### src/rtl/regfile_write_arbiter.sv
// Module: regfile_write_arbiter
// Shares the register file's single write port between pipeline writeback (WB)
// and the multi-cycle unit (MC). WB normally wins. After MC has lost
// STARVE_LIMIT consecutive cycles the FSM enters FORCE and MC wins once.
// Writes reach the register file one registered cycle after acceptance.
// Optional feature: define REGFILE_ARB_STATS_EN to add the conflict_cnt_o and
// force_cnt_o saturating statistics counters.
module regfile_write_arbiter #(
    parameter int STARVE_LIMIT = 3,
    parameter int CNT_W        = 16
) (
    input  logic             clk,
    input  logic             reset,
    input  logic             wb_valid_i,
    input  logic [4:0]       wb_rd_i,
    input  logic [31:0]      wb_data_i,
    output logic             wb_ready_o,
    input  logic             mc_valid_i,
    input  logic [4:0]       mc_rd_i,
    input  logic [31:0]      mc_data_i,
    output logic             mc_ready_o,
    output logic             reg_file_writeen_o,
    output logic [4:0]       dest_reg_o,
    output logic [31:0]      wr_data_o,
`ifdef REGFILE_ARB_STATS_EN
    output logic [CNT_W-1:0] conflict_cnt_o,
    output logic [CNT_W-1:0] force_cnt_o,
`endif
    output logic             mc_forced_o
);

    localparam int SW = $clog2(STARVE_LIMIT + 1);
    localparam logic [SW-1:0] LIMIT = SW'(STARVE_LIMIT);

    typedef enum logic {
        ST_NORMAL,
        ST_FORCE
    } state_t;

    state_t        state, state_nxt;
    logic [SW-1:0] starve_cnt, starve_nxt;
    logic          wb_nz, mc_nz;
    logic          wb_grant, mc_grant;

    // Pick the single nonzero-destination winner; x0 requests are simply absorbed
    always_comb begin
        wb_nz    = wb_valid_i && (wb_rd_i != 5'd0);
        mc_nz    = mc_valid_i && (mc_rd_i != 5'd0);
        wb_grant = 1'b0;
        mc_grant = 1'b0;
        if (state == ST_FORCE) begin
            mc_grant = mc_nz;
            wb_grant = wb_nz && !mc_nz;
        end else begin
            wb_grant = wb_nz;
            mc_grant = mc_nz && !wb_nz;
        end
        wb_ready_o  = reset && ((wb_rd_i == 5'd0) || wb_grant);
        mc_ready_o  = reset && ((mc_rd_i == 5'd0) || mc_grant);
        mc_forced_o = (state == ST_FORCE);
    end

    // Starvation count and FSM transition; FORCE is entered as soon as the count reaches the limit
    always_comb begin
        starve_nxt = starve_cnt;
        state_nxt  = state;
        if (!mc_valid_i || mc_grant) begin
            starve_nxt = '0;
        end else if (mc_nz && (starve_cnt != LIMIT)) begin
            starve_nxt = starve_cnt + 1'b1;
        end
        case (state)
            ST_NORMAL: if (starve_nxt == LIMIT) state_nxt = ST_FORCE;
            ST_FORCE:  if (mc_grant || !mc_valid_i) state_nxt = ST_NORMAL;
            default:   state_nxt = ST_NORMAL;
        endcase
    end

    // FSM state and starvation counter registers
    always_ff @(posedge clk) begin
        if (!reset) begin
            state      <= ST_NORMAL;
            starve_cnt <= '0;
        end else begin
            state      <= state_nxt;
            starve_cnt <= starve_nxt;
        end
    end

    // Registered write port; address and data hold their last values when idle
    always_ff @(posedge clk) begin
        if (!reset) begin
            reg_file_writeen_o <= 1'b0;
            dest_reg_o         <= 5'd0;
            wr_data_o          <= 32'd0;
        end else begin
            reg_file_writeen_o <= wb_grant || mc_grant;
            if (mc_grant) begin
                dest_reg_o <= mc_rd_i;
                wr_data_o  <= mc_data_i;
            end else if (wb_grant) begin
                dest_reg_o <= wb_rd_i;
                wr_data_o  <= wb_data_i;
            end
        end
    end

`ifdef REGFILE_ARB_STATS_EN
    // Saturating statistics: contested cycles and forced MC grants
    always_ff @(posedge clk) begin
        if (!reset) begin
            conflict_cnt_o <= '0;
            force_cnt_o    <= '0;
        end else begin
            if (wb_nz && mc_nz && (conflict_cnt_o != '1))
                conflict_cnt_o <= conflict_cnt_o + 1'b1;
            if ((state == ST_FORCE) && mc_grant && (force_cnt_o != '1))
                force_cnt_o <= force_cnt_o + 1'b1;
        end
    end
`endif

endmodule

### config.mk
export PLATFORM = sky130hd
export DESIGN_NAME = regfile_write_arbiter
export DESIGN_NICKNAME = d
export VERILOG_FILES = /design/src/rtl/regfile_write_arbiter.sv
export SDC_FILE = /design/constraint.sdc
export NUM_CORES = 1
export LEC_CHECK = 0
export CAP_MARGIN = 10
export CORE_UTILIZATION = 36
export DETAILED_ROUTE_END_ITERATION = 7
export PLACE_DENSITY = 0.8
export SYNTH_ARGS = -nofsm -noshare
export SYNTH_HDL_FRONTEND = slang
export SYNTH_SLANG_ARGS = --single-unit
### constraint.sdc
create_clock -name clk -period 2.6 [get_ports clk]
set_clock_uncertainty 0.05 [all_clocks]
set_input_delay 0.65 -clock clk [delete_from_list [all_inputs] [get_ports clk]]
set_output_delay 0.65 -clock clk [all_outputs]
set_load 0.01 [all_outputs]
# Yosys cells after proc, flatten, opt, wreduce, memory -nomap -nowiden
# Index checks and enable logic that the tools add are counted.
[word_totals] wordCells=39 romBits=0 register_bits=41 ram_bits=0 in_bits=78 mem_count=0 latch_bits=0
[classes] add_sub_neg=1 n_reduce_logical=19 multipliers=0 eq_ne=2 shifts=0 bitwise_logic=1 div=0 order_cmp=0 mux=11
[ops] op="$mux 32" n=2
[ops] op="$logic_not 5->1" n=2
[ops] op="$mux 5" n=2
[ops] op="$reduce_bool 5->1" n=2
[ops] op="$logic_and 1x1->1" n=7
[ops] op="$logic_or 1x1->1" n=4
[ops] op="$mux 1" n=4
[ops] op="$mux 2" n=2
[ops] op="$logic_not 1->1" n=3
[ops] op="$add 2x1->2 const B" n=1
[ops] op="$eq 2x2->1 const B" n=1
[ops] op="$ne 2x2->1 const B" n=1
[ops] op="$pmux 1 s2" n=1
[ops] op="$reduce_bool 2->1" n=1
[ops] op="$not 1->1" n=1

# Logic depth before layout (Yosys ltp)
# Gate-level depths: netlist of the first run.
[depth] ltp_word=10 ltp_mapped=6 depth_no_buf=5

# Worst setup path before layout of the first run
# Ideal clock, no wire load.
[synth_path] path_kind="input-to-output" from="input port mc_rd_i[4]" to="output port wb_ready_o" path_slack_ps=187 cell_stages=4 required_time_ps=1900 t_arrival_ps=1713 n_path_buf=0 path_cell_list="or3_4 -> nor3_4 -> o21ai_0 -> a21boi_0"
[synth_between] elab_chain_cells=7
[synth_rtl] item="start: declaration" line="19" text="input logic [4:0] mc_rd_i,"
[synth_rtl] item="$reduce_bool 5->1" line="48" text="mc_nz = mc_valid_i && (mc_rd_i != 5'd0);"
[synth_rtl] item="$logic_and 1x1->1" line="48"
[synth_rtl] item="$logic_not 1->1" line="53" text="wb_grant = wb_nz && !mc_nz;"
[synth_rtl] item="$logic_and 1x1->1" line="53"
[synth_rtl] item="$mux 1" line="51" text="if (state == ST_FORCE) begin"
[synth_rtl] item="$logic_or 1x1->1" line="58" text="wb_ready_o = reset && ((wb_rd_i == 5'd0) || wb_grant);"
[synth_rtl] item="$logic_and 1x1->1" line="58"
[synth_rtl] item="end: declaration" line="17" text="output logic wb_ready_o,"
# No other way between the ends.

# Worst setup path in the final report of the first run
[layout_path] from="input port wb_rd_i[1]" to="output port mc_ready_o"
[layout_between] elab_chain_cells=7
[layout_rtl] item="start: declaration" line="15" text="input logic [4:0] wb_rd_i,"
[layout_rtl] item="$reduce_bool 5->1" line="47" text="wb_nz = wb_valid_i && (wb_rd_i != 5'd0);"
[layout_rtl] item="$logic_and 1x1->1" line="47"
[layout_rtl] item="$logic_not 1->1" line="56" text="mc_grant = mc_nz && !wb_nz;"
[layout_rtl] item="$logic_and 1x1->1" line="56"
[layout_rtl] item="$mux 1" line="51"
[layout_rtl] item="$logic_or 1x1->1" line="59" text="mc_ready_o = reset && ((mc_rd_i == 5'd0) || mc_grant);"
[layout_rtl] item="$logic_and 1x1->1" line="59"
[layout_rtl] item="end: declaration" line="21" text="output logic mc_ready_o,"
# No other way between the ends.

==> results of run 1 <==
metrics by stage:
step,setup WS [ps],instance area (um^2),cells
3_5_place_dp,-603,3150,356
3_3_place_gp,-604,3150,356
4_1_cts,31.6,3270,365
5_1_grt,1.59,3280,365
2_1_floorplan,187,1860,170
6_report,65.1,3280,365
cell usage in the layout, fill, tap and decap left out, types with 2 or more instances in the layout:
cell,netlist,routed
a2111oi_0,5,5
a21oi_1,3,2
a221o_1,37,37
and3_1,2,2
buf_2,3,2
buf_4,1,16
clkbuf_8,0,6
clkdlybuf4s50_1,0,112
dfxtp_1,41,41
dlygate4sd2_1,0,3
inv_1,5,5
nand2_1,3,3
nand3_1,2,2
nor2_1,2,2
nor2b_1,2,2
nor3_1,3,2
nor3b_1,32,32
o21a_1,2,2
synthesized netlist by cell type (2+ instances only):
| master | count |
|---|---|
| nand2_1 | 3 |
| o21a_1 | 2 |
| buf_12 | 3 |
| a21boi_0 | 2 |
| a2111oi_0 | 5 |
| and3_1 | 2 |
| a21oi_1 | 3 |
| a221o_1 | 37 |
| nor3b_1 | 32 |
| dfxtp_1 | 41 |
| nor3_1 | 3 |
| inv_1 | 5 |
| nor2b_1 | 2 |
| nand3_1 | 2 |
| clkbuf_1 | 6 |
| nor2_1 | 2 |
| buf_2 | 3 |
kinds of logic (layout without fill, tap and decap cells):
| kind of cell | count (synthesis) | count (layout) |
|---|---|---|
| multiplexers | 1 | 1 |
| adder cells (fa/ha/maj) | 1 | 1 |
| flip-flops | 41 | 41 |
| buffers and inverters | 21 | 149 |
| AND/OR/NAND/NOR | 49 | 49 |
| AO/OA/AOI/OAI | 56 | 56 |
| XOR/XNOR | 1 | 1 |
worst min-delay path by stage:
stage,start,to,slack [ps],cells after the start
6_report,wr_data_o[26]$_SDFFE_PN0P_,wr_data_o[26]$_SDFFE_PN0P_,440,1
5_1_grt,wr_data_o[30]$_SDFFE_PN0P_,wr_data_o[30]$_SDFFE_PN0P_,460,1
4_1_cts,wr_data_o[29]$_SDFFE_PN0P_,wr_data_o[29]$_SDFFE_PN0P_,440,1
3_5_place_dp,wr_data_o[7]$_SDFFE_PN0P_,wr_data_o[7]$_SDFFE_PN0P_,420,1
3_3_place_gp,wr_data_o[15]$_SDFFE_PN0P_,wr_data_o[15]$_SDFFE_PN0P_,420,1
2_1_floorplan,wr_data_o[0]$_SDFFE_PN0P_,wr_data_o[0]$_SDFFE_PN0P_,470,1
state kept, by name (all words and copies together), names as in the netlist:
signal,flops
dest_reg_o,5
mc_forced_o,1
reg_file_writeen_o,1
starve_cnt,2
wr_data_o,32
routing by layer:
metal | routed length (um) | vias up | global-route usage (%)
met5 | 0 | - | 0
met4 | 65 | 0 | 7.05
met3 | 457 | 7 | 5.15
met2 | 2880 | 88 | 35.8
met1 | 2410 | 932 | 25.3
li1 | - | 935 | -
timing repair:
item,CTS,global route
setup endpoints to repair,2,2
gates resized for setup,14,2
gates cloned,0,0
pin swaps,4,1
buffers inserted,1,0
power by group through the flow:
| stage | combinational, mW | clock, mW | sequential, mW |
|---|---|---|---|
| finish | 0.384 | 0.524 | 0.701 |
| global route | 0.409 | 0.570 | 0.706 |
| CTS | 0.385 | 0.543 | 0.701 |
| detailed placement | 0.386 | 0 | 0.714 |
| global placement | 0.381 | 0 | 0.713 |
| floorplan | 0.120 | 0 | 0.734 |
layout make-up:
class                   instances  area share, %
clock buffers                   7           2.64
flip-flops and latches         41           25.1
well taps                      67           2.56
inverters                       5          0.573
multi-input cells             108           27.9
repair buffers                136           40.3
clock inverters                 1          0.917
==> results_dict.tcl, run 1 <==
set metrics [dict create \
    outcome "completed" \
    leakagePower_nw 1.25 \
    worstHoldPathType "flop to flop" \
    yosysTopAreaCellShare_pct 44.1 \
    start_util_pct 38.4 \
    worstSkewPairLatency_ps 280 \
    cp_num_cells 7 \
    grt_pass1_vias 1932 \
    rsz0062_at_grt "false" \
    setup_viol 0 \
    drtPass1Iterations 4 \
    row_count 25 \
    cp-endpoint "mc_ready_o" \
    power.switching_mw 0.373 \
    cp.required_ps 1900 \
    cts_root_buf "clkbuf_8" \
    antenna_found_initial 0 \
    via_per_inst 5.38 \
    worstSetupEndpointType "output pin" \
    synthesis.area_um2 1860 \
    cp-start-kind "primary input" \
    n_antenna_cell 0 \
    power_per_cell_area_nw_per_um2 491 \
    power_mw 1.61 \
    place.gp.congestion 0.817 \
    intPower_mw 1.24 \
    seq_power_share_pct 43.6 \
    drt-total-wl_um 5810 \
    avgSynthCellArea_um2 11.0 \
    crit_slowest_cell "clkdlybuf4s50_1" \
    peakVddDrop_mv 0.288 \
    cts_tree "built" \
    postSynthNetCount 249 \
    ant_nets 0 \
    dpl.hpwl_um 4180 \
    synthXorXnorAreaFrac_pct 0.470 \
    multi_input_area_um2 915 \
    slew_headroom_pct 60.3 \
    p_sw_share_pct 23.2 \
    crit_start "wb_rd_i[1]" \
    overflow 0 \
    portBuffers 118 \
    async_flop_share_pct 0 \
    synth_top_family_by_area "compound AO/OA/AOI/OAI gates" \
    fp.dieH_um 73.9 \
    grt_pass1_wl_um 8710 \
    cts_num_sinks 41 \
    path_delay_family "buffers and inverters" \
    synth_simple_gate_area_share_pct 18.4 \
    synthAdderAreaFrac_pct 0.672 \
    crit_buf_inv 3 \
    nets 376 \
    clockBufferDepth 2 \
    fmax_mhz 394 \
    r2r_slack_ps 850 \
    period_needed_ps 2530 \
    first_iter_violations 84 \
    yosysTopAreaCell "dfxtp_1" \
    reg2regPathDepth 5 \
    synth_flop_cell "dfxtp_1" \
    cp_max_fo 3 \
    synth-seq-area-share_pct 44.1 \
    h-tree-depth 2 \
    period_share_pct 97.5 \
    regToRegEndpoint "dest_reg_o[1]$_SDFFE_PN0P_" \
    ys_ff_latch 41 \
    r2r_start "mc_forced_o$_SDFF_PN0_" \
    yosysWarnings 0 \
    fillers 402 \
    grt_max_degree 40 \
    drive_gt1_share_pct 11.4 \
    path_cells "clkdlybuf4s50_1 -> nor3_2 -> buf_4 -> a21oi_4 -> nor2b_1 -> o21a_1 -> buf_2" \
    ff_latch_area_um2 821 \
    synthMuxAreaShare_pct 0.537 \
    cpPeakStageDelay_ps 490 \
    area_delta_synth_final_pct 75.8 \
    synthCells 170 \
    vias 1962 \
    drc 0 \
    p_clk_share_pct 32.6 \
    ys_types 34 \
    wire_per_inst_um 15.9 \
    cts_buffers 5 \
    pin_count 119 \
    cts.hold.buffers_added 0 \
    path_clk_slew_ps 70 \
    synth_edf_count 0 \
    fp.dieW_um 73.9 \
    hold_ws_ps 439 \
    final-max-slew-violation-count 0 \
    criticalPathCategory "primary input to output pin" \
    track_usage_pct 20.8 \
    core_area_um2 4850 \
    synth_area_leaders "dfxtp_1 (44%), a221o_1 (20%), nor3b_1 (13%)" \
    synth_compound_area_share_pct 28.1 \
    fin_tns_setup_ps 0 \
    die_area_um2 5470 \
    finalHoldViolCount 0 \
    combPwrFrac_pct 23.8 \
    maxCapViolations 0 \
    fin_util_pct 67.6 \
    tightest_slew_ps 581 \
    arrival_ps 1830 \
]
Note: power is estimated with default switching activity, not from simulation.
==> run 2: changes to the inputs <==
--- a/config.mk
+++ b/config.mk
@@ -5,10 +5,11 @@
 export SDC_FILE = /design/constraint.sdc
 export NUM_CORES = 1
 export LEC_CHECK = 0
+export ABC_AREA = 1
 export CAP_MARGIN = 10
-export CORE_UTILIZATION = 36
+export CORE_UTILIZATION = 40
 export DETAILED_ROUTE_END_ITERATION = 7
-export PLACE_DENSITY = 0.8
+export PLACE_DENSITY = 0.81
 export SYNTH_ARGS = -nofsm -noshare
 export SYNTH_HDL_FRONTEND = slang
 export SYNTH_SLANG_ARGS = --single-unit
==> results_dict.tcl, run 2 <==
set metrics [dict create \
    reg2regPathDepth 6 \
    start_util_pct 42.8 \
    final-max-slew-violation-count 0 \
    synth_flop_cell "dfxtp_1" \
    largest_reg_flops 32 \
    cp-endpoint "mc_ready_o" \
    async_flop_share_pct 0 \
    arrival_ps 1820 \
    r2r_start "mc_forced_o$_SDFF_PN0_" \
    period_share_pct 97.0 \
    dp_slack_ps -341 \
    outcome "completed" \
    synthesis.area_um2 2250 \
    via_per_inst 4.80 \
    cp_max_fo 2 \
    portBuffers 118 \
    layout_common_cells "clkdlybuf4s50_1 (115), nand2_1 (110), inv_1 (42)" \
    maxCapViolations 0 \
    path_clk_slew_ps 70 \
    yosysTopAreaCell "dfxtp_1" \
    fmax_mhz 397 \
    crit_start "mc_rd_i[1]" \
    worstSkewPairLatency_ps 280 \
    power_per_cell_area_nw_per_um2 426 \
    worst_slack_ps 78.5 \
    h-tree-depth 2 \
    overflow 0 \
    yosysMostFrequentCell "nand2_1" \
    ys_ff_latch 41 \
    grt_pass1_vias 2302 \
    synthTopCellsByCount "nand2_1 (110), inv_1 (42), dfxtp_1 (41), nand3_1 (41), nand3b_1 (36)" \
    grt_max_degree 39 \
    largest-register "wr_data_o" \
    n_antenna_cell 0 \
    ys_types 22 \
    synth_edf_count 0 \
    regToRegEndpoint "starve_cnt[0]$_SDFF_PN0_" \
    grt_pass1_wl_um 10300 \
    drtPass1Iterations 5 \
    fp.dieH_um 77.1 \
    final_common_cell "clkdlybuf4s50_1" \
    yosysWarnings 0 \
    ant_nets 0 \
    synthCells 320 \
    yosysTopAreaCellShare_pct 36.4 \
    finalHoldViolCount 0 \
    leakagePower_nw 1.71 \
    slew_headroom_pct 68.6 \
    worstSetupEndpointType "output pin" \
    die_area_um2 5940 \
    rsz0062_at_grt "false" \
    r2r_slack_ps 1090 \
    cp.required_ps 1900 \
    tightest_slew_ps 471 \
    cts_buffers 5 \
    pin_count 119 \
    cp-start-kind "primary input" \
    clockBufferDepth 2 \
    drive_gt1_share_pct 11.3 \
    postSynthNetCount 399 \
    vias 2463 \
    wire_per_inst_um 12.3 \
    core_area_um2 5270 \
    fp.dieW_um 77.1 \
    hold_ws_ps 401 \
    synth_area_leaders "dfxtp_1 (36%), nand2_1 (18%), nand3b_1 (12%)" \
    cts.hold.buffers_added 0 \
    setup_viol 0 \
    place.gp.congestion 0.786 \
    synth-seq-area-share_pct 36.4 \
    worstHoldPathType "flop to flop" \
    cts_root_buf "clkbuf_8" \
    cts_tree "built" \
    drc 0 \
    track_usage_pct 21.7 \
    antenna_found_initial 0 \
    period_needed_ps 2520 \
    top_regs "wr_data_o (32), dest_reg_o (5), starve_cnt (2)" \
    first_iter_violations 101 \
    drt-total-wl_um 6320 \
    avgSynthCellArea_um2 7.05 \
    area_delta_synth_final_pct 59.2 \
    row_count 26 \
    criticalPathCategory "primary input to output pin" \
    cts_num_sinks 41 \
    peakVddDrop_mv 0.255 \
    nets 523 \
    dpl.hpwl_um 4470 \
]
==> run 2: changes by cell type in the layout (fill, tap and decap cells not counted), moves of 11 or more <==
cell      before  now
a221o_1       37    0
inv_1          5   42
nand2_1        3  110
nand3_1        2   41
nor3b_1       32    0
nand2_2        0   11
nand3b_1       0   36
==> run 2: logic make-up after synthesis <==
group / synth area share (%)
flops: 36.4
compound gates: 1.55
fa+ha+maj: 0.555
buf+inv: 14.5
simple gates: 47.0
==> run 2: worst min path at each step <==
stage                                      end  slack [ps]                       start  depth (start not counted)
CTS                 wr_data_o[30]$_SDFFE_PN0P_         400  wr_data_o[30]$_SDFFE_PN0P_                          2
floorplan             starve_cnt[1]$_SDFF_PN0_         410    starve_cnt[1]$_SDFF_PN0_                          2
global route        wr_data_o[21]$_SDFFE_PN0P_         420  wr_data_o[21]$_SDFFE_PN0P_                          2
finish              wr_data_o[30]$_SDFFE_PN0P_         400  wr_data_o[30]$_SDFFE_PN0P_                          2
detailed placement  wr_data_o[30]$_SDFFE_PN0P_         390  wr_data_o[30]$_SDFFE_PN0P_                          2
global placement    wr_data_o[13]$_SDFFE_PN0P_         380  wr_data_o[13]$_SDFFE_PN0P_                          2
==> run 2: per-stage QoR <==
stage	total power, mW	util [%]	cells	TNS, ps	cell area (um^2)
finish	1.53	68.1	513	0	3590
floorplan	0.914	-	320	0	2250
global placement	1.15	66.0	504	-642	3480
detailed placement	1.16	66.0	504	-673	3480
global route	1.61	68.1	513	0	3590
CTS	1.54	67.8	512	0	3570
==> run 2: layer usage <==
metal | routed length (um) | share of wire, % | global-route usage, % | vias to the layer above
met5 | 0 | 0 | 0 | -
met4 | 68 | 1.1 | 6.98 | 0
met3 | 406 | 6.4 | 4.40 | 6
met2 | 3150 | 50 | 38.7 | 82
li1 | - | - | - | 1242
met1 | 2690 | 43 | 25.9 | 1133
==> run 2: worst max-delay path: stages <==
cell and delay, ps:
clkdlybuf4s50_1 430, nor2_2 150, nand3_2 120, buf_4 160
a21oi_1 150, buf_2 160
==> run 2: area by class of cell <==
cell class / instances / area (um^2)
well taps: 70 / 87.6
flip-flops and latches: 41 / 821
clock buffers: 5 / 68.8
repair buffers: 136 / 1310
multi-input cells: 217 / 1140
fillers: 497 / 1680
clock inverters: 1 / 5.00
inverters: 43 / 161
==> run 2: repair_timing <==
item,in CTS,in global routing
setup endpoints to repair,2,2
setup buffers,2,1
pin swaps,1,0
gates resized for setup,9,5
==> run 2: power by group <==
group	switching (mW)	total, mW	internal (mW)
Combinational	0.188	0.447	0.258
Clock	0.202	0.379	0.177
Sequential	0.0247	0.704	0.680
Total	0.415	1.53	1.11
==> variant (settings of run 2) <==
Change the parameter `STARVE_LIMIT` from 3 to 2.
--- a/src/rtl/regfile_write_arbiter.sv
+++ b/src/rtl/regfile_write_arbiter.sv
@@ -7,5 +7,5 @@
 // force_cnt_o saturating statistics counters.
 module regfile_write_arbiter #(
-    parameter int STARVE_LIMIT = 3,
+    parameter int STARVE_LIMIT = 2,
     parameter int CNT_W        = 16
 ) (
Function: changed (a bounded check fails within 4 cycles, from zero or initial values and one cycle with reset low).
==> variant against run 2 <==
  * Power grew 1.6%
  * Non-clock buffer count down 4
  * Synthesized cell count grew 0.31%
  * Sequential cell count unchanged
  * Worst setup slack better by 47 ps
  * Area after synthesis down 2.1%
  * Final cell count is 0.39% lower
  * Wire length down 3.2%
  * Count of clock-buffer cells in the layout grew 2
  * Cell area shrank 1.2%
  * Critical endpoint unchanged
  * Highest routed layer unchanged
==> variant: results (changes against run 2) <==
| Metric | Value |
|---|---|
| Switch share | 0.263 (-0.00833) |
| Met1 Routed Length | 2620 microns (-2.4%) |
| Synth cell count leaders | 120 x nand2_1, 43 x inv_1, 41 x dfxtp_1, 41 x nand3_1, 36 x nand3b_1 |
| Syn avg cell area | 6.88 sq um (-2.4%) |
| Tcrit/Tclk final | 0.952 (-0.0181) |
| Nonclk inv count | 44 (+2.3%) |
| Post-Synth Adder-Cell Area | 0.00567 (+0.000120) |
| Total power | 1.55 mW (+1.6%) |
| Number of global-route vias before repair | 2292 (-0.43%) |
| Reg-to-reg critical path endpoint | wr_data_o[27]$_SDFFE_PN0P_ |
| Final GP Congestion | 0.764 (-2.8%) |
| Status | completed |
| Critical Path Fanout Max | 4 (+2) |
| Clock-cell share of area | 0.0243 (+0.00377) |
| Met2 Track Usage GR | 0.382 (-0.00463) |
| Via Count | 2375 (-3.6%) |
| Distinct cells, synth | 21 (-4.5%) |
| Sequential area share after synthesis | 0.372 (+0.00784) |
| Dpl ws | -315 ps (+25.7 ps) |
| NonClk Buf Share | 0.364 (-0.000694) |
| Post-Layout Cell Count | 511 (-0.39%) |
| Total Routing Usage GR | 0.213 (-0.00356) |
| Pre-Repair DR Iteration Count | 4 (-1) |
| Met3 Track Usage GR | 0.0323 (-0.0117) |
| First-pass GRT wire length | 10100 microns (-1.7%) |
| Critical Path Max Stage Delay | 450 ps (+20 ps) |
| Pwr dens | 438 mW/mm^2 (+2.8%) |
| Area of the multi-input gates | 0.00110 sq mm (-3.5%) |
| Syn Nets | 400 (+0.25%) |
| DPL Wire Length | 4280 microns (-4.3%) |
variant: changes by cell type in the layout (fill, tap and decap cells not counted), sizes merged:
cell / delta
clkinv: -1
inv: +1
nor2: +1
clkbuf: +3
a21oi: -1
buf: -5
variant: worst min-delay path by stage:
stage	endpoint	slack, ps	start
after CTS	wr_data_o[24]$_SDFFE_PN0P_	400	wr_data_o[24]$_SDFFE_PN0P_
after global placement	wr_data_o[15]$_SDFFE_PN0P_	390	wr_data_o[15]$_SDFFE_PN0P_
after global routing	wr_data_o[1]$_SDFFE_PN0P_	420	wr_data_o[1]$_SDFFE_PN0P_
after detailed placement	dest_reg_o[3]$_SDFFE_PN0P_	390	dest_reg_o[3]$_SDFFE_PN0P_
final	wr_data_o[24]$_SDFFE_PN0P_	400	wr_data_o[24]$_SDFFE_PN0P_
after floorplan	starve_cnt[1]$_SDFF_PN0_	410	starve_cnt[1]$_SDFF_PN0_
